`src/rtl/fft_pkg.sv`:
```
// Shared types and defaults for the radix-2 DIT FFT stage sequencer.
// Holds the FSM state enum, default geometry and the bit-reversal helper.
package fft_pkg;

  localparam int DEF_N          = 1024;
  localparam int DEF_ADDR_SIZE  = 10;
  localparam int DEF_RD_LAT     = 1;
  localparam int DEF_BF_LATENCY = 4;

  typedef enum logic [2:0] {
    IDLE,
    RUN,
    DRAIN,
    SWAP,
    FIN
  } fft_state_t;

  // Reverses the low w bits of v; bits at and above w come back as zero.
  function automatic logic [31:0] bitrev(
    input logic [31:0] v,
    input int          w
  );
    logic [31:0] r;
    r = '0;
    for (int i = 0; i < 32; i++) begin
      if (i < w) r[i] = v[w-1-i];
    end
    return r;
  endfunction

endpackage

```
`src/rtl/fft_addr_delay.sv`:
```
// Valid plus address-pair shift register that turns issued read pairs
// into write strobes and write addresses DEPTH cycles later.
module fft_addr_delay
  import fft_pkg::*;
#(
  parameter int W     = DEF_ADDR_SIZE,
  parameter int DEPTH = DEF_RD_LAT + DEF_BF_LATENCY
) (
  input  logic         clk,
  input  logic         rst,
  input  logic         src_valid,
  input  logic [W-1:0] src_a0,
  input  logic [W-1:0] src_a1,
  output logic         wr_en,
  output logic [W-1:0] wr_a0,
  output logic [W-1:0] wr_a1
);

  logic [DEPTH-1:0] vld;
  logic [W-1:0]     a0 [DEPTH];
  logic [W-1:0]     a1 [DEPTH];

  always_ff @(posedge clk) begin
    if (rst) begin
      vld <= '0;
      for (int i = 0; i < DEPTH; i++) begin
        a0[i] <= '0;
        a1[i] <= '0;
      end
    end else begin
      vld[0] <= src_valid;
      a0[0]  <= src_a0;
      a1[0]  <= src_a1;
      for (int i = 1; i < DEPTH; i++) begin
        vld[i] <= vld[i-1];
        a0[i]  <= a0[i-1];
        a1[i]  <= a1[i-1];
      end
    end
  end

  // Addresses read as zero whenever no write is being strobed.
  assign wr_en = vld[DEPTH-1];
  assign wr_a0 = vld[DEPTH-1] ? a0[DEPTH-1] : '0;
  assign wr_a1 = vld[DEPTH-1] ? a1[DEPTH-1] : '0;

endmodule

```
`src/rtl/fft_stage_ctrl.sv`:
```
// In-place radix-2 DIT FFT sequencer over a ping-pong ram_block.
// Define FFT_CTRL_BITREV_EN to bit-reverse stage-0 read addresses.
module fft_stage_ctrl
  import fft_pkg::*;
#(
  parameter int N          = DEF_N,
  parameter int ADDR_SIZE  = DEF_ADDR_SIZE,
  parameter int LOG2N      = DEF_ADDR_SIZE,
  parameter int RD_LAT     = DEF_RD_LAT,
  parameter int BF_LATENCY = DEF_BF_LATENCY
) (
  input  logic                     clk,
  input  logic                     rst,
  input  logic                     start,
  output logic                     busy,
  output logic                     done,
  output logic                     ram_select,
  output logic [ADDR_SIZE-1:0]     addr_read_0,
  output logic [ADDR_SIZE-1:0]     addr_read_1,
  output logic [ADDR_SIZE-1:0]     addr_write_0,
  output logic [ADDR_SIZE-1:0]     addr_write_1,
  output logic                     wr_en,
  output logic [ADDR_SIZE-2:0]     twiddle_addr,
  output logic [$clog2(LOG2N)-1:0] stage,
  output logic                     result_bank
);

  localparam int KW = ADDR_SIZE - 1;
  localparam int SW = $clog2(LOG2N);
  localparam int D  = RD_LAT + BF_LATENCY;
  localparam int CW = $clog2(D + 1);

  localparam logic [KW-1:0] K_LAST = KW'(N / 2 - 1);
  localparam logic [SW-1:0] S_LAST = SW'(LOG2N - 1);
  localparam logic [CW-1:0] C_LAST = CW'(D - 1);

  fft_state_t    state, state_d;
  logic [KW-1:0] k, k_d;
  logic [SW-1:0] stg, stg_d;
  logic [CW-1:0] cnt, cnt_d;
  logic          sel, sel_d;

  always_ff @(posedge clk) begin
    if (rst) begin
      state <= IDLE;
      k     <= '0;
      stg   <= '0;
      cnt   <= '0;
      sel   <= 1'b0;
    end else begin
      state <= state_d;
      k     <= k_d;
      stg   <= stg_d;
      cnt   <= cnt_d;
      sel   <= sel_d;
    end
  end

  always_comb begin
    state_d = state;
    k_d     = k;
    stg_d   = stg;
    cnt_d   = cnt;
    sel_d   = sel;
    unique case (state)
      IDLE: begin
        if (start) begin
          state_d = RUN;
          k_d     = '0;
          stg_d   = '0;
          sel_d   = 1'b0;
        end
      end
      RUN: begin
        if (k == K_LAST) begin
          state_d = DRAIN;
          cnt_d   = '0;
        end else begin
          k_d = k + KW'(1);
        end
      end
      DRAIN: begin
        if (cnt == C_LAST) state_d = SWAP;
        else cnt_d = cnt + CW'(1);
      end
      SWAP: begin
        sel_d = ~sel;
        if (stg == S_LAST) begin
          state_d = FIN;
        end else begin
          stg_d   = stg + SW'(1);
          k_d     = '0;
          state_d = RUN;
        end
      end
      FIN:     state_d = IDLE;
      default: state_d = IDLE;
    endcase
  end

  logic                 run;
  logic [ADDR_SIZE-1:0] kk, span, pos, grp;
  logic [ADDR_SIZE-1:0] nat0, nat1, rd0, rd1;
  logic [KW-1:0]        tw;

  assign run = (state == RUN);

  always_comb begin
    kk   = {1'b0, k};
    span = ADDR_SIZE'(1) << stg;
    pos  = kk & (span - ADDR_SIZE'(1));
    grp  = kk >> stg;
    nat0 = ((grp << stg) << 1) | pos;
    nat1 = nat0 | span;
    tw   = KW'(pos << (LOG2N - 1 - int'(stg)));
`ifdef FFT_CTRL_BITREV_EN
    // Stage 0 gathers natural-order input; writes stay in place.
    if (stg == '0) begin
      rd0 = ADDR_SIZE'(bitrev(32'(nat0), ADDR_SIZE));
      rd1 = ADDR_SIZE'(bitrev(32'(nat1), ADDR_SIZE));
    end else begin
      rd0 = nat0;
      rd1 = nat1;
    end
`else
    rd0 = nat0;
    rd1 = nat1;
`endif
  end

  fft_addr_delay #(
    .W     (ADDR_SIZE),
    .DEPTH (D)
  ) u_delay (
    .clk       (clk),
    .rst       (rst),
    .src_valid (run),
    .src_a0    (nat0),
    .src_a1    (nat1),
    .wr_en     (wr_en),
    .wr_a0     (addr_write_0),
    .wr_a1     (addr_write_1)
  );

  assign addr_read_0  = run ? rd0 : '0;
  assign addr_read_1  = run ? rd1 : '0;
  assign twiddle_addr = run ? tw : '0;
  assign busy         = (state != IDLE);
  assign done         = (state == FIN);
  assign ram_select   = sel;
  assign result_bank  = sel;
  assign stage        = stg;

endmodule

```
`config.mk`:
```
export PLATFORM = sky130hd
export DESIGN_NAME = fft_stage_ctrl
export DESIGN_NICKNAME = d
export VERILOG_FILES = /design/src/rtl/fft_pkg.sv /design/src/rtl/fft_addr_delay.sv /design/src/rtl/fft_stage_ctrl.sv
export SDC_FILE = /design/constraint.sdc
export NUM_CORES = 1
export LEC_CHECK = 0
export ABC_CLOCK_PERIOD_IN_PS = 5400
export BUFFER_PORTS_ARGS = -buffer_cell sky130_fd_sc_hd__buf_2
export CORE_MARGIN = 3
export CORE_UTILIZATION = 40
export CTS_BUF_LIST = sky130_fd_sc_hd__clkbuf_8
export DETAILED_ROUTE_END_ITERATION = 10
export SYNTH_ARGS = -nofsm -noshare
export SYNTH_HDL_FRONTEND = slang
export SYNTH_SLANG_ARGS = --single-unit
```
`constraint.sdc`:
```
create_clock -name clk -period 5.4 [get_ports clk]
set_input_delay 1.35 -clock clk [delete_from_list [all_inputs] [get_ports clk]]
set_output_delay 1.35 -clock clk [all_outputs]
set_load 0.05 [all_outputs]
```
======== Word level (Yosys, flattened, before mapping) ========
Memory sizes are Yosys's and may differ from the RTL's.
Index checks and enable logic that the tools add are counted.
word-level totals
  bits in registers ....................... 25
  bits in writable memories ............... 100
  logic and storage cells ................. 89
  memories kept ........................... 2
cells by class
  $add $sub $neg .......................... 5
  eq/ne operators ......................... 13
  shifts and indexed selects .............. 4
  muxes and demuxes ....................... 35
  bitwise logic cells ..................... 14
  reductions and logical operators ........ 10
memory list
  memory      words  bits a word  rd ports  clocked after Yosys merged registers in  wr ports  RTL line              source
  u_delay.a0  5      10           5         0                                        5         fft_addr_delay.sv:20  logic [W-1:0] a0 [DEPTH];
  u_delay.a1  5      10           5         0                                        5         fft_addr_delay.sv:21  logic [W-1:0] a1 [DEPTH];
operators by type and width
  operator                                                               count
  10-bit 2-to-1 mux                                                      14
  9-bit 2-to-1 mux                                                       4
  10-bit by 32-bit << shifter with 9-bit output                          1
  9-bit one-hot mux with 3 select lines                                  1
  10-bit OR                                                              2
  3-bit 2-to-1 mux                                                       6
  3-bit one-hot mux with 4 select lines                                  1
  9-bit by 10-bit AND with 10-bit output                                 1
  2-bit inequality test, second input constant                           5
  1-bit OR                                                               10
  1-bit by 4-bit << shifter with 10-bit output, first input constant     1
  10-bit by 4-bit << shifter with 9-bit output                           1
  9-bit by 4-bit >> shifter with 10-bit output                           1
  10-bit by 1-bit subtractor with 10-bit output, second input constant   1
  9-bit by 1-bit adder with 9-bit output, second input constant          1
  9-bit equality test, second input constant                             1
  3-bit AND reduction                                                    3
  4-bit 2-to-1 mux                                                       2
  4-bit one-hot mux with 2 select lines                                  1
  3-bit by 2-bit equality test with 1-bit output, second input constant  2
  3-bit equality test, second input constant                             2
  3-bit one-hot mux with 2 select lines                                  1
  3-bit nonzero test                                                     2
  4-bit by 4-bit subtractor with 5-bit output, first input constant      1
  other kinds (12)                                                       16

======== Depth between registers and ports, before layout ========
  word-level depth ........................ 6
  gate-level depth with buffers ........... 14
  depth with buffers taken out ............ 9

======== Hierarchy ========
Synthesis repeated with hierarchy kept, for this count alone.
second synthesis, totals
  cell total of the unflattened synthesis .. 567
  area total of the unflattened synthesis .. 5192.5 sq um
by module, submodules not included
  module          instances  cells each  area each (sq um)  sequential area each (sq um)
  fft_addr_delay  1          243         2972.9             2102.0
  fft_stage_ctrl  1          324         2219.6             400.4

======== Worst setup path before layout ========
No wires, ideal clock.
  kind .................................... register -> output
  start point ............................. register stg[1] (netlist: stage[1])
  end point ............................... output port twiddle_addr[6]
  arrival time ............................ 4.378 ns
  required time ........................... 4.050 ns
  setup slack ............................. -0.328 ns
  stages on the path, launching flop included .. 15
  path buffers ............................ 5
  cells stage by stage .................... dfxtp_1 > buf_6 > clkbuf_1 > buf_2 > inv_1 > ha_1 > buf_2 > or3b_2 > ha_1 > buf_1 > nor3b_1 > o21ai_0 > a211oi_2 > a211oi_1 > a211oi_1
between the ends
  cells in the longest elaborated chain, start to end .. 5
  elaborated cells on any way between the ends .. 6
  classes of those cells .................. add/sub (2); shift (2); mux (1); bitwise (1)
ends and longest elaborated chain
  item                                             RTL line               source
  from (decl)                                      fft_stage_ctrl.sv:39   logic [SW-1:0] stg, stg_d;
  from (signal assigned)                           fft_stage_ctrl.sv:53   stg <= stg_d;
  1-bit by 4-bit << shifter with 10-bit output     fft_stage_ctrl.sv:110  span = ADDR_SIZE'(1) << stg;
  10-bit by 1-bit subtractor with 10-bit output    fft_stage_ctrl.sv:111  pos = kk & (span - ADDR_SIZE'(1));
  9-bit by 10-bit AND with 10-bit output           fft_stage_ctrl.sv:111
  10-bit by 32-bit << shifter with 9-bit output *  fft_stage_ctrl.sv:115  tw = KW'(pos << (LOG2N - 1 - int'(stg)));
  9-bit 2-to-1 mux *                               fft_stage_ctrl.sv:147  assign twiddle_addr = run ? tw : '0;
  to (decl)                                        fft_stage_ctrl.sv:23   output logic [ADDR_SIZE-2:0] twiddle_addr,
Mark *: on every way between the ends. The rest lies on a longest branch, timed or not.

======== Worst setup path in the final report ========
  start point ............................. register stg[0] (netlist: stage[0])
  end point ............................... output port addr_read_1[6]
between the ends
  cells in the longest elaborated chain, start to end .. 6
  elaborated cells on any way between the ends .. 8
  classes of those cells .................. add/sub (1); shift (3); mux (1); bitwise (3)
ends and longest elaborated chain
  item                                           RTL line               source
  1-bit by 4-bit << shifter with 10-bit output   fft_stage_ctrl.sv:110
  10-bit by 1-bit subtractor with 10-bit output  fft_stage_ctrl.sv:111
  9-bit by 10-bit AND with 10-bit output         fft_stage_ctrl.sv:111
  10-bit OR                                      fft_stage_ctrl.sv:113  nat0 = ((grp << stg) << 1) | pos;
  10-bit OR *                                    fft_stage_ctrl.sv:114  nat1 = nat0 | span;
  10-bit 2-to-1 mux *                            fft_stage_ctrl.sv:146  assign addr_read_1 = run ? rd1 : '0;
  to (decl)                                      fft_stage_ctrl.sv:19   output logic [ADDR_SIZE-1:0] addr_read_1,
Marked as above.

==> results.py <==
metrics = {
    "route": {
        "drc_errors": 0,
        "drt-vias-per-instance": 5.03,
        "drt_pass1_iterations": 5,
        "ant_nets": 0,
        "drt-initial-drc-count": 236,
        "wire_per_inst_um": 14.9,
        "vias": 4047,
        "finalWirelength_mm": 12.0,
    },
    "setup_path": {
        "cp-start-kind": "flip-flop",
        "reg2reg_from": "stage[0]",
        "cp-end-kind": "output port",
        "crit_chain": "inv_1, buf_4, ha_1, buf_4, or3b_2, ha_1, nor3b_1, o21ai_0, a211oi_2, nor4_2, a21oi_1, buf_2",
        "worstPathArrival_ps": 3620,
        "slowest_stage": "nor4_2",
        "cpPeakStageDelay_ps": 560,
        "reg2reg_depth": 11,
        "reg2reg_slack_ps": 2290,
        "worstSetupPathType": "reg2out",
        "cp_data_required_time_ps": 4050,
        "path_max_fanout": 11,
        "r2r_end": "u_delay.a1[0][6]",
    },
    "floorplan": {
        "rows": 41,
        "die_x_um": 121,
        "die_y_um": 121,
        "start_util_pct": 41.3,
        "core_sq_mm": 0.0127,
        "ios": 61,
        "dieArea_sq_mm": 0.0145,
    },
    "final_layout": {
        "n_antenna_cell": 0,
        "design_area_sq_mm": 0.00605,
        "drive_gt1_share_pct": 18.8,
        "area_growth_pct": 15.4,
        "nets": 636,
    },
    "place": {
        "dp_hpwl_mm": 8.61,
        "dpl_cell_area_sq_mm": 0.00565,
        "gp_congestion": 0.901,
        "portBuffers": 60,
    },
    "clock_network": {
        "numCtsBuffers": 17,
        "cts_resized": 0,
        "cts_buffer_depth": 2,
        "ctsRootBufferMaster": "clkbuf_8",
        "clock_latency_ps": 420,
        "cts_tree": "built",
        "postCtsHoldBufs": 0,
        "h-tree-depth": 4,
        "clock_sink_count": 125,
        "clk_pin_slew_ps": 80,
        "post_cts_buffers": 0,
    },
    "timing": {
        "slew-limit-headroom_pct": 40.7,
        "finalSetupViolCount": 0,
        "grt_setup_unrepaired": "false",
        "period_minus_slack_ps": 4970,
        "setup-tns-final_ps": 0,
        "max_freq_mhz": 201,
        "drv_slew": 0,
        "worst_pin_slew_ps": 878,
        "whs_ps": 428,
        "hold_violations": 0,
        "fin_crit_sh_pct": 92.1,
        "fin_skew_ps": 14.2,
    },
    "pwr": {
        "p_total_mw": 1.79,
        "ir_worst_vdd_mv": 0.170,
        "power_density_mw_per_mm2": 295,
        "p_leak_nw": 2.47,
    },
    "global_route": {
        "first_global_vias": 3821,
        "grt_max_degree": 85,
        "antenna_found_initial": 0,
        "grt_util_all_layers_pct": 17.0,
        "grt.overflow.total": 0,
        "grt_pass1_wl_mm": 19.5,
    },
    "synthesis": {
        "netlist.area_leader.share_pct": 47.7,
        "synth_top_area_cell": "dfxtp_1",
        "syn-num-nets": 595,
        "synth_edf_count": 0,
        "synth_most_common_cell": "dfxtp_1",
        "synth-main-ff-cell": "dfxtp_1",
        "synth_commonest_cells": "125 x dfxtp_1, 98 x nor2b_1, 58 x nor2_1",
        "async_flop_share_pct": 0,
        "synthDistinctLibCells": 70,
        "synth.area.top_cells": "dfxtp_1 48%, nor2b_1 12%, nor2_1 4.1%, ha_1 3.3%, and2_1 2.9%",
        "syn-cell-area_sq_mm": 0.00525,
        "yosysWarnings": 0,
        "synth_cells": 578,
        "syn_avg_cell_area_sq_um": 9.08,
        "ys_seq_area_share_pct": 47.7,
        "ys_seq_elements": 125,
    },
    "hold_path": {
        "hold_start": "u_delay.a0[0][17]",
        "whs_path_depth": 1,
        "hold_end": "u_delay.a0[0][27]",
        "hp-class": "reg2reg",
    },
    "run_status": {
        "status": "finished clean",
    },
    "job": {
        "drv_cap": 0,
    },
}
-- how the worst max path moves through the flow --
stage / startpoint / to / cells after the start
floorplan: stage[1] / addr_read_1[6] / 14
global placement: stage[2] / addr_read_1[5] / 8
detailed placement: stage[0] / addr_read_1[6] / 12
CTS: stage[0] / addr_read_1[6] / 12
global route: stage[0] / addr_read_1[5] / 9
finish: stage[0] / addr_read_1[6] / 12
-- stage by stage --
stage          worst slack, ps  utilization, %  instances
2_1_floorplan             47.6               -        578
3_3_place_gp               906            44.4        772
3_5_place_dp               903            44.4        772
4_1_cts                    422            47.6        804
5_1_grt                    157            47.6        804
6_report                   428            47.6        804
-- logic make-up (layout without fill, tap and decap cells) --
logic type / count (synthesis) / after routing / share of synthesized area [%]
AND/OR/NAND/NOR: 274 / 274 / 28.7
flip-flops: 125 / 125 / 47.7
AO/OA/AOI/OAI: 89 / 89 / 12.2
buffers and inverters: 58 / 112 / 4.72
adder cells (fa/ha/maj): 14 / 14 / 3.34
XOR/XNOR: 10 / 10 / 1.67
multiplexers: 8 / 8 / 1.69
-- flip-flops by register name, summed over array words and instances, names as in the netlist --
signal / count
cnt: 3
k: 9
ram_select: 1
stage: 4
state: 3
u_delay.a0: 50
u_delay.a1: 50
u_delay.vld: 5
-- layer usage --
layer	track usage (%)	up-vias	part of all wire (%)
met1	21.5	1883	45
met4	9.70	0	3.1
met2	26.3	119	48
li1	-	2025	-
met5	0	-	0
met3	4.44	20	4.3
-- final cells by class --
type	instances	area [sq um]
timing repair buffer	67	355
clock buffer	18	248
multi-input combinational	395	2530
inverter	13	48.8
clock inverter	14	158
sequential	125	2500
tap	172	215
fill	1272	6670
-- worst max-delay path: cells and delay by family (launching register included) --
kind | cells | cell delay [ps]
simple gates | 3 | 1260
buf+inv | 4 | 610
flops | 1 | 320
fa+ha+maj | 2 | 480
compound gates | 3 | 530
-- cell usage in the layout (no fill, tap or decap), types with 14 or more instances in the layout --
| cell | synthesis | layout |
|---|---|---|
| ha_1 | 14 | 14 |
| dfxtp_1 | 125 | 125 |
| a21oi_1 | 23 | 23 |
| nor3_1 | 17 | 17 |
| nor2b_1 | 98 | 98 |
| clkbuf_8 | 0 | 18 |
| nand2_1 | 29 | 29 |
| buf_2 | 14 | 59 |
| nor2_1 | 58 | 58 |
| and2_1 | 24 | 24 |
-- power by group --
group          internal [mW]  switching, mW  leakage (nW)  total [mW]
combinational         0.0110         0.0359          1.26      0.0469
clock                  0.432          0.377         0.197       0.809
sequential             0.927        0.00500          1.01       0.932
Note: power is estimated with default switching activity, not from simulation.
